File: config.mk
export PLATFORM = sky130hd
export DESIGN_NAME = vsfx_issue_arb
export DESIGN_NICKNAME = d
export VERILOG_FILES = /design/src/rtl/vsfx_issue_arb_pkg.sv /design/src/rtl/vsfx_rr_arb2.sv /design/src/rtl/vsfx_issue_arb.sv
export SDC_FILE = /design/constraint.sdc
export NUM_CORES = 1
export LEC_CHECK = 0
export ABC_AREA = 1
export BUFFER_PORTS_ARGS = -buffer_cell sky130_fd_sc_hd__buf_4
export CELL_PAD_IN_SITES_DETAIL_PLACEMENT = 0
export CELL_PAD_IN_SITES_GLOBAL_PLACEMENT = 1
export CORE_AREA = 2 2 424 426
export CTS_CLUSTER_SIZE = 14
export DETAILED_ROUTE_END_ITERATION = 6
export DIE_AREA = 0 0 426 428
export PLACE_DENSITY = 0.4
export SLEW_MARGIN = 30
export SYNTH_ARGS = -nofsm -noshare
export SYNTH_HDL_FRONTEND = slang
export SYNTH_SLANG_ARGS = --single-unit
File: constraint.sdc
create_clock -name clk -period 1.5 [get_ports clk]
set_clock_uncertainty 0.1 [all_clocks]
set_input_delay 0 -clock clk [delete_from_list [all_inputs] [get_ports clk]]
set_output_delay 0 -clock clk [all_outputs]
set_load 0.02 [all_outputs]
File: src/rtl/vsfx_issue_arb_pkg.sv
// Shared widths and the tracking-entry layout for the vsfx issue arbiter.
package vsfx_issue_arb_pkg;
    localparam int VSFX_INS_W = 8;
    localparam int VSFX_DW    = 128;
    localparam int VSFX_TAG_W = 4;

    typedef struct packed {
        logic                  valid;
        logic                  id;
        logic [VSFX_TAG_W-1:0] tag;
    } vsfx_trk_t;
endpackage

File: src/rtl/vsfx_rr_arb2.sv
// Two-way round-robin arbiter with a 1-bit priority pointer; grants are combinational.
module vsfx_rr_arb2 (
    input  logic       clk,
    input  logic       rst,
    input  logic [1:0] valid,
    input  logic       block,
    output logic [1:0] grant
);
    logic ptr;

    always_ff @(posedge clk) begin
        if (rst) begin
            ptr <= 1'b0;
        end else if (|grant) begin
            // Priority passes to whichever requester did not win.
            ptr <= grant[0];
        end
    end

    always_comb begin
        grant = 2'b00;
        if (!rst && !block) begin
            if (valid[0] && valid[1]) begin
                grant[ptr] = 1'b1;
            end else begin
                grant = valid;
            end
        end
    end
endmodule

File: src/rtl/vsfx_issue_arb.sv
// Arbitrates two requesters onto one pipelined vsfx unit and routes results back by tag.
module vsfx_issue_arb
    import vsfx_issue_arb_pkg::*;
#(
    parameter int VSFX_LAT = 2
) (
    input  logic                  clk,
    input  logic                  rst,
    input  logic                  req0_valid,
    output logic                  req0_ready,
    input  logic [VSFX_DW-1:0]    req0_vra,
    input  logic [VSFX_DW-1:0]    req0_vrb,
    input  logic [VSFX_INS_W-1:0] req0_ins,
    input  logic [VSFX_TAG_W-1:0] req0_tag,
    input  logic                  req1_valid,
    output logic                  req1_ready,
    input  logic [VSFX_DW-1:0]    req1_vra,
    input  logic [VSFX_DW-1:0]    req1_vrb,
    input  logic [VSFX_INS_W-1:0] req1_ins,
    input  logic [VSFX_TAG_W-1:0] req1_tag,
    output logic                  vsfx_en,
    output logic [VSFX_DW-1:0]    vsfx_vra,
    output logic [VSFX_DW-1:0]    vsfx_vrb,
    output logic [VSFX_INS_W-1:0] vsfx_ins,
    input  logic                  vsfx_vrt_en,
    input  logic [VSFX_DW-1:0]    vsfx_vrt,
    input  logic                  vsfx_sat,
    input  logic [3:0]            vsfx_cr6,
    output logic                  res_valid,
    output logic                  res_id,
    output logic [VSFX_TAG_W-1:0] res_tag,
    output logic                  res_vrt_en,
    output logic [VSFX_DW-1:0]    res_vrt,
    output logic [3:0]            res_cr6,
    input  logic                  flush,
    input  logic                  sat_clr,
    output logic                  sat_sticky
);
    // Handshake: a transfer happens when reqN_valid & reqN_ready; ready is only
    // ever raised for a valid requester, and never while rst or flush is high.
    logic [1:0] grant;
    vsfx_trk_t  issue_entry;
    vsfx_trk_t  trk [VSFX_LAT];
    vsfx_trk_t  tail;

    vsfx_rr_arb2 u_arb (
        .clk   (clk),
        .rst   (rst),
        .valid ({req1_valid, req0_valid}),
        .block (flush),
        .grant (grant)
    );

    assign req0_ready = grant[0];
    assign req1_ready = grant[1];

    always_comb begin
        vsfx_en  = 1'b0;
        vsfx_vra = '0;
        vsfx_vrb = '0;
        vsfx_ins = '0;
        if (grant[0]) begin
            vsfx_en  = 1'b1;
            vsfx_vra = req0_vra;
            vsfx_vrb = req0_vrb;
            vsfx_ins = req0_ins;
        end else if (grant[1]) begin
            vsfx_en  = 1'b1;
            vsfx_vra = req1_vra;
            vsfx_vrb = req1_vrb;
            vsfx_ins = req1_ins;
        end
    end

    always_comb begin
        issue_entry.valid = |grant;
        issue_entry.id    = grant[1];
        issue_entry.tag   = grant[1] ? req1_tag : req0_tag;
    end

    // Entry loaded at the end of the issue cycle sits at the tail VSFX_LAT cycles later.
    always_ff @(posedge clk) begin
        if (rst || flush) begin
            for (int i = 0; i < VSFX_LAT; i++) begin
                trk[i] <= '0;
            end
        end else begin
            trk[0] <= issue_entry;
            for (int i = 1; i < VSFX_LAT; i++) begin
                trk[i] <= trk[i-1];
            end
        end
    end

    assign tail = trk[VSFX_LAT-1];

    always_comb begin
        res_valid  = tail.valid;
        res_id     = 1'b0;
        res_tag    = '0;
        res_vrt_en = 1'b0;
        res_vrt    = '0;
        res_cr6    = '0;
        if (tail.valid) begin
            res_id     = tail.id;
            res_tag    = tail.tag;
            res_vrt_en = vsfx_vrt_en;
            res_vrt    = vsfx_vrt;
            res_cr6    = vsfx_cr6;
        end
    end

    // A qualifying saturation beats a simultaneous clear.
    always_ff @(posedge clk) begin
        if (rst) begin
            sat_sticky <= 1'b0;
        end else if (res_valid && vsfx_sat) begin
            sat_sticky <= 1'b1;
        end else if (sat_clr) begin
            sat_sticky <= 1'b0;
        end
    end
endmodule

# ---- Word level (Yosys, flattened, before mapping)
# Memories as Yosys holds them, arrays and structs flattened.
# Cells that the tools add are included.
dict set report totals {
  ff_bits 2
  latchBits 0
  ram_bits 12
  mem_bits_ro 0
  input_bits 676
  out_inout_bits 407
  word_cells 41
  mem_count 1
}
# name depth word_bits rd rd_ports_with_merged_regs write_ports line_no
set mem_list {}
lappend mem_list {trk 2 6 2 0 2 vsfx_issue_arb.sv:43} ;# vsfx_trk_t trk [VSFX_LAT];
dict set report op_classes {
  addsub 0
  multipliers 0
  n_div 0
  n_lt_le_gt_ge 2
  eq_ne 0
  n_shift 0
  n_mux 25
  bitwise 2
  reduce_logical 9
}
# operator n
set op_table {}
lappend op_table {{2-to-1 mux 128 bit} 5}
lappend op_table {{2-to-1 mux 8 bit} 2}
lappend op_table {{2-to-1 mux 4 bit} 3}
lappend op_table {{2-to-1 mux 6 bit} 2}
lappend op_table {{2-to-1 mux 1 bit} 10}
lappend op_table {{logical AND 1 bit} 4}
lappend op_table {{2-to-1 mux 2 bit} 2}
lappend op_table {{zero test 1 bit} 2}
lappend op_table {{< comparator 1 x 2 -> 1 bit, second input constant} 1}
lappend op_table {{bitwise OR 1 bit} 2}
lappend op_table {{nonzero test 2 bit} 1}
lappend op_table {{OR reduction 2 bit} 1}
lappend op_table {{demux 1 bit (select 1 bit)} 1}
lappend op_table {{>= comparator 1 bit, second input constant} 1}
lappend op_table {{logical OR 1 bit} 1}

# ---- Depth between registers and ports, before layout
# Gate-level depths: netlist (run 1).
dict set report depth {
  depth_word 8
  depth_mapped 8
  ltp_nobuf 6
}

# ---- Modules after synthesis
# From an unflattened synthesis (run 1), not the netlist that was laid out.
dict set report hier_totals {
  hier_cells 1235
  area_unflattened_um2 5360.1
}
# module n_inst cells_each area_each_um2 seq_area_each_um2
set modules_own_cells {}
lappend modules_own_cells {vsfx_issue_arb 1 1221 5287.6 260.2}
lappend modules_own_cells {vsfx_rr_arb2 1 14 72.6 20.0}

# ---- Worst setup path after synthesis (run 1)
# No wires, ideal clock.
dict set report synth_path {
  path_kind {register to output}
  startpoint {mem trk[0][11] in the netlist's numbering}
  endpoint {out res_vrt[100]}
  arrival_ns 1.247
  required_ns 1.400
  setup_slack_ns 0.153
  path_stages_with_launch 5
  n_path_buf 2
  cell_sequence {dfxtp_1 clkbuf_1 clkbuf_1 nand2_1 inv_1}
}
# item line_no
set synth_rtl {}
lappend synth_rtl {{start: declaration} vsfx_issue_arb.sv:43}
lappend synth_rtl {{end: declaration} vsfx_issue_arb.sv:33} ;# output logic [VSFX_DW-1:0] res_vrt,

# ---- Final worst setup path (run 1)
dict set report layout_path {
  startpoint {reg u_arb.ptr}
  endpoint {out vsfx_vrb[3]}
}
dict set report layout_between {
  elab_chain_len 8
  elab_cells_between_ends 9
  classes_between {2 x order compare; 6 x mux; 1 x reduce/logical}
}
# item line_no
set layout_rtl {}
lappend layout_rtl {{start: declaration} vsfx_rr_arb2.sv:9} ;# logic ptr;
lappend layout_rtl {{start signal: assignment} vsfx_rr_arb2.sv:16} ;# ptr <= grant[0];
lappend layout_rtl {{< comparator 1 x 2 -> 1 bit (not written as such) or >= comparator 1 bit (tied branches)} vsfx_rr_arb2.sv:24} ;# grant[ptr] = 1'b1;
lappend layout_rtl {{logical AND 1 bit (not written as such)} vsfx_rr_arb2.sv:24}
lappend layout_rtl {{2-to-1 mux 1 bit (not written as such)} vsfx_rr_arb2.sv:24}
lappend layout_rtl {{demux 1 bit (select 1 bit) (*)} n/a}
lappend layout_rtl {{2-to-1 mux 2 bit (*)} vsfx_rr_arb2.sv:23} ;# if (valid[0] && valid[1]) begin
lappend layout_rtl {{2-to-1 mux 2 bit (*)} vsfx_rr_arb2.sv:22} ;# if (!rst && !block) begin
lappend layout_rtl {{2-to-1 mux 128 bit} vsfx_issue_arb.sv:67} ;# end else if (grant[1]) begin
lappend layout_rtl {{2-to-1 mux 128 bit (*)} vsfx_issue_arb.sv:62} ;# if (grant[0]) begin
lappend layout_rtl {{end: declaration} vsfx_issue_arb.sv:23} ;# output logic [VSFX_DW-1:0] vsfx_vrb,
# Mark *: on every way between the ends. The rest lies on a longest branch, timed or not.

==> impl_metrics.json, run 1 <==
{
  "path_max_fanout": 14,
  "start_util_pct": 2.817,
  "hold_violations": 0,
  "critPathKind": "flip-flop to primary output",
  "setup_ws_ns": -0.4346,
  "place_congestion": 0.9539,
  "wl_per_cell_microns": 33.07,
  "slowest_stage": "dfxtp_2",
  "crit_path_frequent_cell": "buf_12",
  "clockBufferDepth": 2,
  "p_leak_uw": 0.01178,
  "finalMaxSlewViolations": 0,
  "syn_area_sq_um": 5005,
  "violations": "setup timing",
  "rsz0062_at_grt": "yes",
  "synthTopCellsByCount": "943 x nand2_1, 150 x inv_1, 25 x buf_6, 21 x buf_2, 17 x clkbuf_1",
  "portBuffers": 1082,
  "via_per_inst": 2.772,
  "dr.pass1.iters": 5,
  "rows": 155,
  "synth_area_per_cell_sq_um": 4.178,
  "cts_sinks": 14,
  "vdd_drop_max_mv": 0.2648,
  "synth_cells": 1198,
  "end_kind": "primary output",
  "synthFlopType": "dfxtp_1",
  "grt_max_degree": 60,
  "stdcell_count": 4749,
  "ant_nets": 0,
  "placed_cells": 4636,
  "finalSetupViolations": 266,
  "coreArea_sq_um": 177600,
  "area_growth_syn_to_layout_pct": 344.6,
  "grtUsageTotal_pct": 16.03,
  "fin_crit_ns": 1.935,
  "h-tree-depth": 1,
  "synth.ff_latch_count": 14,
  "overflow": 0,
  "power_density_nw_per_um2": 279.5,
  "cp_cell_sequence": "nand2_2, nand3_2, bufinv_16, buf_12, buf_12, buf_8, nand2_1, nand2_4, buf_4",
  "pin_count": 1083,
  "drt_iter0_drc": 661,
  "grt_first_pass_wirelength_microns": 181100,
  "chipHeight_microns": 428,
  "yosysWarnings": 0,
  "status": "finished, violations left",
  "layout.nets": 3058,
  "antenna_found_initial": 126,
  "worst_pin_slew_ns": 0.6314,
  "dieWidth_microns": 426,
  "cp.required_ns": 1.40,
  "yosysTopAreaCell": "nand2_1",
  "dp_hpwl_microns": 139100,
  "fillers": 20876,
  "synth_nets": 1874,
  "cts_tree": "yes",
  "synth_edf_count": 0,
  "dp_worst_setup_slack_ns": -0.6956,
  "clk_pin_slew_ns": 0.06,
  "cpPeakStageDelay_ns": 0.33,
  "min_period_over_period_pct": 129.0,
  "wl_microns": 157100,
  "synth_top_area_share_pct": 70.73,
  "synth.most_common_cell": "nand2_1",
  "cts_made_buffers": 3,
  "crit_arrival_ns": 1.83,
  "synth_cell_types": 16,
  "synthTopCellsByArea": "nand2_1 71%, inv_1 11%, buf_6 5.6%, dfxtp_1 5.6%, buf_2 2.1%",
  "cap_violations": 0,
  "max_freq_mhz": 516.9,
  "drc_errors": 0,
  "start_kind": "flip-flop",
  "fin_util_pct": 12.53,
  "seq_area_frac_synth_pct": 5.600,
  "hold_class": "primary input to flip-flop",
  "layout-drive-gt1-share_pct": 67.95,
  "cts-root-buf": "clkbuf_16",
  "route.vias.total": 13162,
  "worstSkewPairLatency_ns": 0.25,
  "async_reset_ff_share_pct": 0,
  "slew_headroom_pct": 57.46,
  "grt_pass1_vias": 12984,
  "die_area_sq_um": 182300
}
==> metal layers <==
| metal | up-vias | routed length (microns) | global-route usage [%] | part of all wire (%) |
|---|---|---|---|---|
| li1 | 5807 | - | - | - |
| met1 | 6325 | 56680 | 16.87 | 36 |
| met2 | 700 | 83590 | 30.83 | 53 |
| met3 | 250 | 13860 | 6.376 | 8.8 |
| met4 | 80 | 2407 | 0.8226 | 1.5 |
| met5 | - | 516 | 0 | 0.33 |
==> final timing paths <==
kind / cells after the start / start / to / slack (ns)
max reg2reg: 9 / u_arb.ptr / trk[0][1] / 0.08
max: 9 / u_arb.ptr / vsfx_vrb[3] / -0.43
min reg2reg: 2 / trk[0][5] / trk[0][11] / 0.30
min: 3 / rst / sat_sticky / 0.03
==> worst max-delay path: cells and delay by family (launching register included) <==
| family | cells | cell delay (ns) |
|---|---|---|
| buf+inv | 5 | 0.84 |
| simple gates | 4 | 0.39 |
| flops | 1 | 0.33 |
==> what timing repair did <==
item                                    in CTS  in global routing
resized for setup                          608                432
pin swaps                                   83                 93
setup buffers                               24                 22
hold buffers                                10                  0
cloned                                      26                 24
endpoints found under the setup margin     299                312
endpoints found under the hold margin        5                  0
==> layout by cell type, fill, tap and decap left out <==
cell type and instances:
dfxtp_4 1, dfxtp_2 1, nor2_4 1, nand2_8 52, dlygate4sd3_1 10, dfxtp_1 12, inv_1 150, nand3_1 4
clkbuf_1 1, nand2_1 577, bufinv_16 1, buf_4 882, clkinv_8 1, a21oi_1 2, clkinv_16 1, buf_12 55
buf_16 30, nand2_2 176, nor2_1 6, buf_6 188, clkbuf_16 25, nand3_2 1, nand3_4 1, nand2_4 138
bufbuf_16 2, buf_8 62, diode_2 13, o21ai_0 1
==> layout make-up <==
type | count | area, sq um | share of cell area [%]
diodes | 13 | 32.53 | 0.1462
repair inverters | 1 | 30.03 | 0.1349
well taps | 2355 | 2947 | 13.24
inverters | 152 | 609.3 | 2.738
repair buffers | 1251 | 12310 | 55.33
multi-input cells | 959 | 5958 | 26.78
clock buffers | 4 | 78.83 | 0.3542
flip-flops and latches | 14 | 285.3 | 1.282
==> sequential cells by signal, summed over array words and instances, names as in the netlist <==
| signal | flops |
|---|---|
| trk | 12 |
| u_arb.ptr | 1 |
| sat_sticky | 1 |
==> cell families after synthesis <==
group / after synthesis / share of synthesized area (%)
AND/OR/NAND/NOR: 956 / 72.25
buffers and inverters: 225 / 21.85
flip-flops: 14 / 5.600
AO/OA/AOI/OAI: 3 / 0.2999
==> stage by stage <==
stage / hold WS [ns] / cell area, sq um / TNS [ns] / total power [uW]
global route: 0.009620 / 22230 / -106.12 / 6533
finish: 0.02555 / 22250 / -87.23 / 6219
detailed placement: 0.1099 / 16410 / -45.53 / 4455
floorplan: -0.03093 / 5005 / 0 / 1371
CTS: 0.004408 / 19870 / -100.30 / 5870
global placement: 0.1073 / 16410 / -61.76 / 4474
==> power by group <==
group          total (uW)  switching, uW  internal, uW
clock network         566            204           362
registers             390           5.96           384
logic                5260           2690          2570
Power figures use the tool's default switching activity.
==> run 2: changes to the inputs <==
- ABC_AREA: 1 -> not set
- CORE_AREA: 2 2 424 426 -> 2 2 427 429
- DIE_AREA: 0 0 426 428 -> 0 0 429 431
- PLACE_DENSITY: 0.4 -> 0.37
==> impl_metrics.json, run 2 <==
{
  "grtUsageTotal_pct": 16.97,
  "largest_register_ffs": 12,
  "portBuffers": 1082,
  "critPathKind": "flip-flop to primary output",
  "route.vias.total": 10786,
  "ff2ff_path_depth": 6,
  "end_kind": "primary output",
  "path_max_fanout": 10,
  "async_reset_ff_share_pct": 0,
  "worstHoldStart": "req0_valid",
  "cts_sinks": 14,
  "synth_area_per_cell_sq_um": 8.068,
  "cp.required_ns": 1.40,
  "place_congestion": 0.9526,
  "drt_iter0_drc": 595,
  "fin_util_pct": 10.04,
  "setup_ws_ns": -0.4500,
  "slew_headroom_pct": 76.61,
  "via_per_inst": 2.676,
  "pin_count": 1083,
  "cap_violations": 0,
  "max_freq_mhz": 512.8,
  "synthFlopType": "dfxtp_1",
  "seq_area_frac_synth_pct": 6.592,
  "start_util_pct": 2.360,
  "final_cell_mix": "904 x buf_4, 215 x buf_6, 193 x a22o_1",
  "clockBufferDepth": 2,
  "ant_nets": 0,
  "dr.pass1.iters": 5,
  "reg_top3": "trk: 12 flops, sat_sticky: 1 flops, u_arb.ptr: 1 flops",
  "dieWidth_microns": 429,
  "finalSetupViolations": 267,
  "r2r-end": "trk[0][0]",
  "fin_crit_ns": 1.950,
  "min_period_over_period_pct": 130.0,
  "hold_end": "u_arb.ptr",
  "power_density_nw_per_um2": 333.6,
  "drc_errors": 0,
  "final_common_cell": "buf_4",
  "rsz0062_at_grt": "yes",
  "cts_made_buffers": 3,
  "r2r-start": "u_arb.ptr",
  "rows": 156,
  "dp_worst_setup_slack_ns": -0.6476,
  "synth_nets": 1203,
  "synth_cell_types": 21,
  "wl_per_cell_microns": 41.60,
  "dp_hpwl_microns": 154900,
  "vdd_drop_max_mv": 0.4675,
  "coreArea_sq_um": 180200,
  "cts-root-buf": "clkbuf_16",
  "antenna_found_initial": 160,
  "synth.most_common_cell": "a22o_1",
  "overflow": 0,
  "area_growth_syn_to_layout_pct": 325.3,
  "yosysWarnings": 0,
  "synthTopCellsByArea": "a22o_1 54%, and2_1 21%, buf_6 8.5%, dfxtp_1 6.6%, buf_2 2.8%",
  "clk_pin_slew_ns": 0.07,
  "violations": "setup timing",
  "hold_violations": 0,
  "grt_first_pass_wirelength_microns": 188200,
  "worst_pin_slew_ns": 0.3501,
  "layout-drive-gt1-share_pct": 76.95,
  "grt_pass1_vias": 10540,
  "layout.nets": 2330,
  "ff2ff_setup_slack_ns": 0.24,
  "power.total_uw": 6031,
  "synth_top_area_share_pct": 54.38,
  "start_kind": "flip-flop",
  "finalMaxSlewViolations": 0,
  "fillers": 21016,
  "yosysTopAreaCell": "a22o_1",
  "synth_edf_count": 0,
  "synth.ff_latch_count": 14,
  "syn_area_sq_um": 4252,
  "crit_arrival_ns": 1.85,
  "grt_max_degree": 49,
  "synth_cells": 527,
  "chipHeight_microns": 431,
  "die_area_sq_um": 184900,
  "top_register": "trk",
  "p_leak_uw": 0.008415,
  "hold_class": "primary input to flip-flop",
  "worstSkewPairLatency_ns": 0.29,
  "cts_tree": "yes",
  "wl_microns": 167700,
  "whs_path_depth": 3,
  "h-tree-depth": 1,
  "synthTopCellsByCount": "264 x a22o_1, 144 x and2_1, 32 x buf_6, 24 x buf_2, 15 x clkbuf_1",
  "status": "finished, violations left"
}
run 2: critical path, cell delays in order, from the launching register on:
cell and delay, ns:
dfxtp_2 0.34, nand2b_4 0.14, and3_4 0.15, buf_12 0.15, buf_16 0.17, clkbuf_16 0.19
a22o_4 0.26, buf_6 0.15
run 2: worst max-delay path by stage:
stage	from	endpoint	slack, ns	cells after the start
detailed placement	u_arb.ptr	vsfx_vra[15]	-0.65	6
finish	u_arb.ptr	vsfx_vrb[5]	-0.45	7
CTS	u_arb.ptr	vsfx_vrb[123]	-0.47	8
global route	u_arb.ptr	vsfx_vra[12]	-0.48	7
global placement	u_arb.ptr	vsfx_vra[16]	-0.65	6
floorplan	u_arb.ptr	vsfx_ins[0]	0.10	6
run 2: metal layers:
layer	vias up	track usage, %	wire [microns]
li1	4344	-	-
met1	5222	19.70	66130
met2	800	29.60	81240
met3	302	7.471	16740
met4	118	1.495	2839
met5	-	0	711
run 2: cell families (layout without fill, tap and decap cells):
| family | count (synthesis) | in the layout | synth area share, % |
|---|---|---|---|
| AO/OA/AOI/OAI | 273 | 273 | 55.89 |
| AND/OR/NAND/NOR | 161 | 161 | 23.75 |
| buffers and inverters | 79 | 1205 | 13.77 |
| flip-flops | 14 | 14 | 6.592 |
| other | 0 | 7 | 0 |
run 2: report_power, final:
group          internal, uW  leakage [uW]  switching, uW
Combinational          2400       0.00825           2510
Clock                   412     0.0000442            315
Sequential              384      0.000115           6.70
run 2: per-stage QoR:
stage,std cells,setup TNS [ns],instance area [sq um],hold slack (ns)
final,4030,-96.71,18080,0.01743
after global routing,4027,-108.84,18070,0.02640
after CTS,4009,-101.59,17300,0.006843
after floorplan,527,0,4252,-0.03093
after global placement,3969,-47.31,15520,0.1485
after detailed placement,3969,-48.52,15520,0.1409
run 2: layout make-up:
cell class,instances,area [sq um],area share (%)
Antenna cell,7,17.52,0.09688
Clock buffer,4,88.84,0.4913
Inverter,2,7.507,0.04152
Multi-Input combinational cell,434,4010,22.18
Sequential cell,14,285.3,1.578
Tap cell,2370,2965,16.40
Timing Repair Buffer,1199,10710,59.21
run 2: repair_timing:
| action | in CTS | in global routing |
|---|---|---|
| resized for setup | 281 | 127 |
| gates cloned | 4 | 10 |
| hold endpoints to repair | 6 | 0 |
| setup endpoints to repair | 268 | 275 |
| setup buffers | 21 | 9 |
| hold buffers | 11 | 0 |
| pin swaps | 35 | 27 |
==> run 3: changes to the inputs <==
- TNS_END_PERCENT: not set -> 5
==> impl_metrics.json, run 3 (synthesis results as in run 2) <==
{
  "status": "finished, violations left",
  "violations": "setup timing",
  "placed_cells": 3969,
  "wl_microns": 166800,
  "h-tree-depth": 1,
  "critPathKind": "flip-flop to primary output",
  "cp.required_ns": 1.40,
  "power.internal_uw": 3158,
  "r2r-start": "u_arb.ptr",
  "chipHeight_microns": 431,
  "min_period_over_period_pct": 130.8,
  "power_density_nw_per_um2": 333.3,
  "finalMaxSlewViolations": 0,
  "die_area_sq_um": 184900,
  "worst_pin_slew_ns": 0.3672,
  "layout-drive-gt1-share_pct": 76.58,
  "slew_headroom_pct": 75.47,
  "area_growth_syn_to_layout_pct": 320.2,
  "path_max_fanout": 9,
  "cts_made_buffers": 3,
  "cts-root-buf": "clkbuf_16",
  "dr.pass1.iters": 5,
  "fin_util_pct": 9.917,
  "crit_path_frequent_cell": "buf_12",
  "grt_first_pass_wirelength_microns": 188000,
  "place_congestion": 0.9526,
  "pwr-share-comb_pct": 81.4,
  "grtUsageTotal_pct": 16.96,
  "seq_power_share_pct": 6.6,
  "grt_max_degree": 49,
  "slowest_stage": "dfxtp_2",
  "ant_nets": 0,
  "clockBufferDepth": 2,
  "final_common_cell": "buf_4",
  "start_kind": "flip-flop",
  "clk_pin_slew_ns": 0.07,
  "via_per_inst": 2.671,
  "cts_sinks": 14,
  "stdcell_count": 4029,
  "antenna_found_initial": 163,
  "dp_hpwl_microns": 154900,
  "top_register": "trk",
  "power_frac_clock_pct": 12.1,
  "start_util_pct": 2.360,
  "wl_per_cell_microns": 41.39,
  "power.total_uw": 5955,
  "layout.nets": 2325,
  "worstSkewPairLatency_ns": 0.28,
  "rows": 156,
  "route.vias.total": 10762,
  "fillers": 21035,
  "overflow": 0,
  "finalSetupViolations": 266,
  "portBuffers": 1082,
  "reg_top3": "trk: 12 flops, sat_sticky: 1 flops, u_arb.ptr: 1 flops",
  "cpPeakStageDelay_ns": 0.34,
  "crit_path_start": "u_arb.ptr",
  "critical_path_buf_inv_count": 4,
  "end_kind": "primary output",
  "p_switching_uw": 2797,
  "dieWidth_microns": 429,
  "setup_ws_ns": -0.4625,
  "p_sw_share_pct": 46.96,
  "final_cell_mix": "923 x buf_4, 199 x a22o_1, 197 x buf_6",
  "max_freq_mhz": 509.5,
  "cp_cell_sequence": "nand2b_4, and3_4, buf_12, buf_12, clkbuf_16, a22o_4, buf_4",
  "grt_pass1_vias": 10533,
  "drc_errors": 0,
  "vdd_drop_max_mv": 0.4582,
  "crit_arrival_ns": 1.86,
  "path_delay_family": "buffers and inverters",
  "cts_tree": "yes",
  "pin_count": 1083,
  "final-seq-area_sq_um": 285.3,
  "hold_class": "primary input to flip-flop",
  "fin_crit_ns": 1.963,
  "largest_register_ffs": 12,
  "drt_iter0_drc": 636,
  "hold_violations": 0,
  "dp_worst_setup_slack_ns": -0.6476,
  "rsz0062_at_grt": "yes",
  "multi_input_area_sq_um": 3960,
  "cap_violations": 0,
  "worstHoldStart": "req0_valid",
  "coreArea_sq_um": 180200,
  "p_leak_uw": 0.008316
}
==> run 3: cell count changes in the layout (fill, tap and decap cells not counted), sizes merged <==
cell / delta
clkbuf: -1
buf: -4
diode: +4
==> run 3: layout make-up <==
class / instances / share of cell area, %
Antenna cell: 11 / 0.1541
Clock buffer: 4 / 0.4972
Inverter: 2 / 0.04202
Multi-Input combinational cell: 434 / 22.17
Sequential cell: 14 / 1.597
Tap cell: 2370 / 16.60
Timing Repair Buffer: 1194 / 58.95
==> run 3: stage by stage <==
step,area [sq um],TNS (ns),hold WS (ns)
final,17870,-100.85,0.01523
after global routing,17850,-113.67,0.02640
after CTS,17180,-101.79,0.006843
after detailed placement,15520,-48.52,0.1409
after global placement,15520,-47.31,0.1485
after floorplan,4252,0,-0.03093
==> run 3: path summary, 6_finish.rpt <==
| path | end | slack [ns] | cells after the start |
|---|---|---|---|
| worst max-delay path | vsfx_vra[60] | -0.46 | 7 |
| worst min-delay path | u_arb.ptr | 0.02 | 3 |
| worst max register to register | trk[0][0] | 0.23 | 5 |
| worst min register to register | trk[0][6] | 0.31 | 1 |
==> run 3: metal layers <==
metal	wire [microns]	vias up	global-route usage [%]	share of wire, %
met3	18290	298	8.025	11
met1	64120	5198	19.38	38
met4	2445	116	1.570	1.5
met5	702	-	0	0.42
li1	-	4342	-	-
met2	81190	808	29.51	49
==> run 3: worst min-delay path, delay by kind of cell <==
family | cells | cell delay (ns)
buffers and inverters | 1 | 0.15
AO/OA/AOI/OAI | 2 | 0.19
==> run 3: what timing repair did <==
action | 4_1_cts | 5_1_grt
hold buffers | 11 | 0
cloned | 4 | 9
buffers inserted | 18 | 8
setup endpoints to repair | 268 | 273
endpoints found under the hold margin | 6 | 0
resized for setup | 263 | 103
pin swaps | 35 | 60
==> run 3: power groups by stage <==
stage	clock network (uW)	registers [uW]	logic, uW
finish	720	390	4850
global route	761	391	5020
CTS	757	389	4770
detailed placement	0	398	4350
global placement	0	398	4380
floorplan	0	398	1080
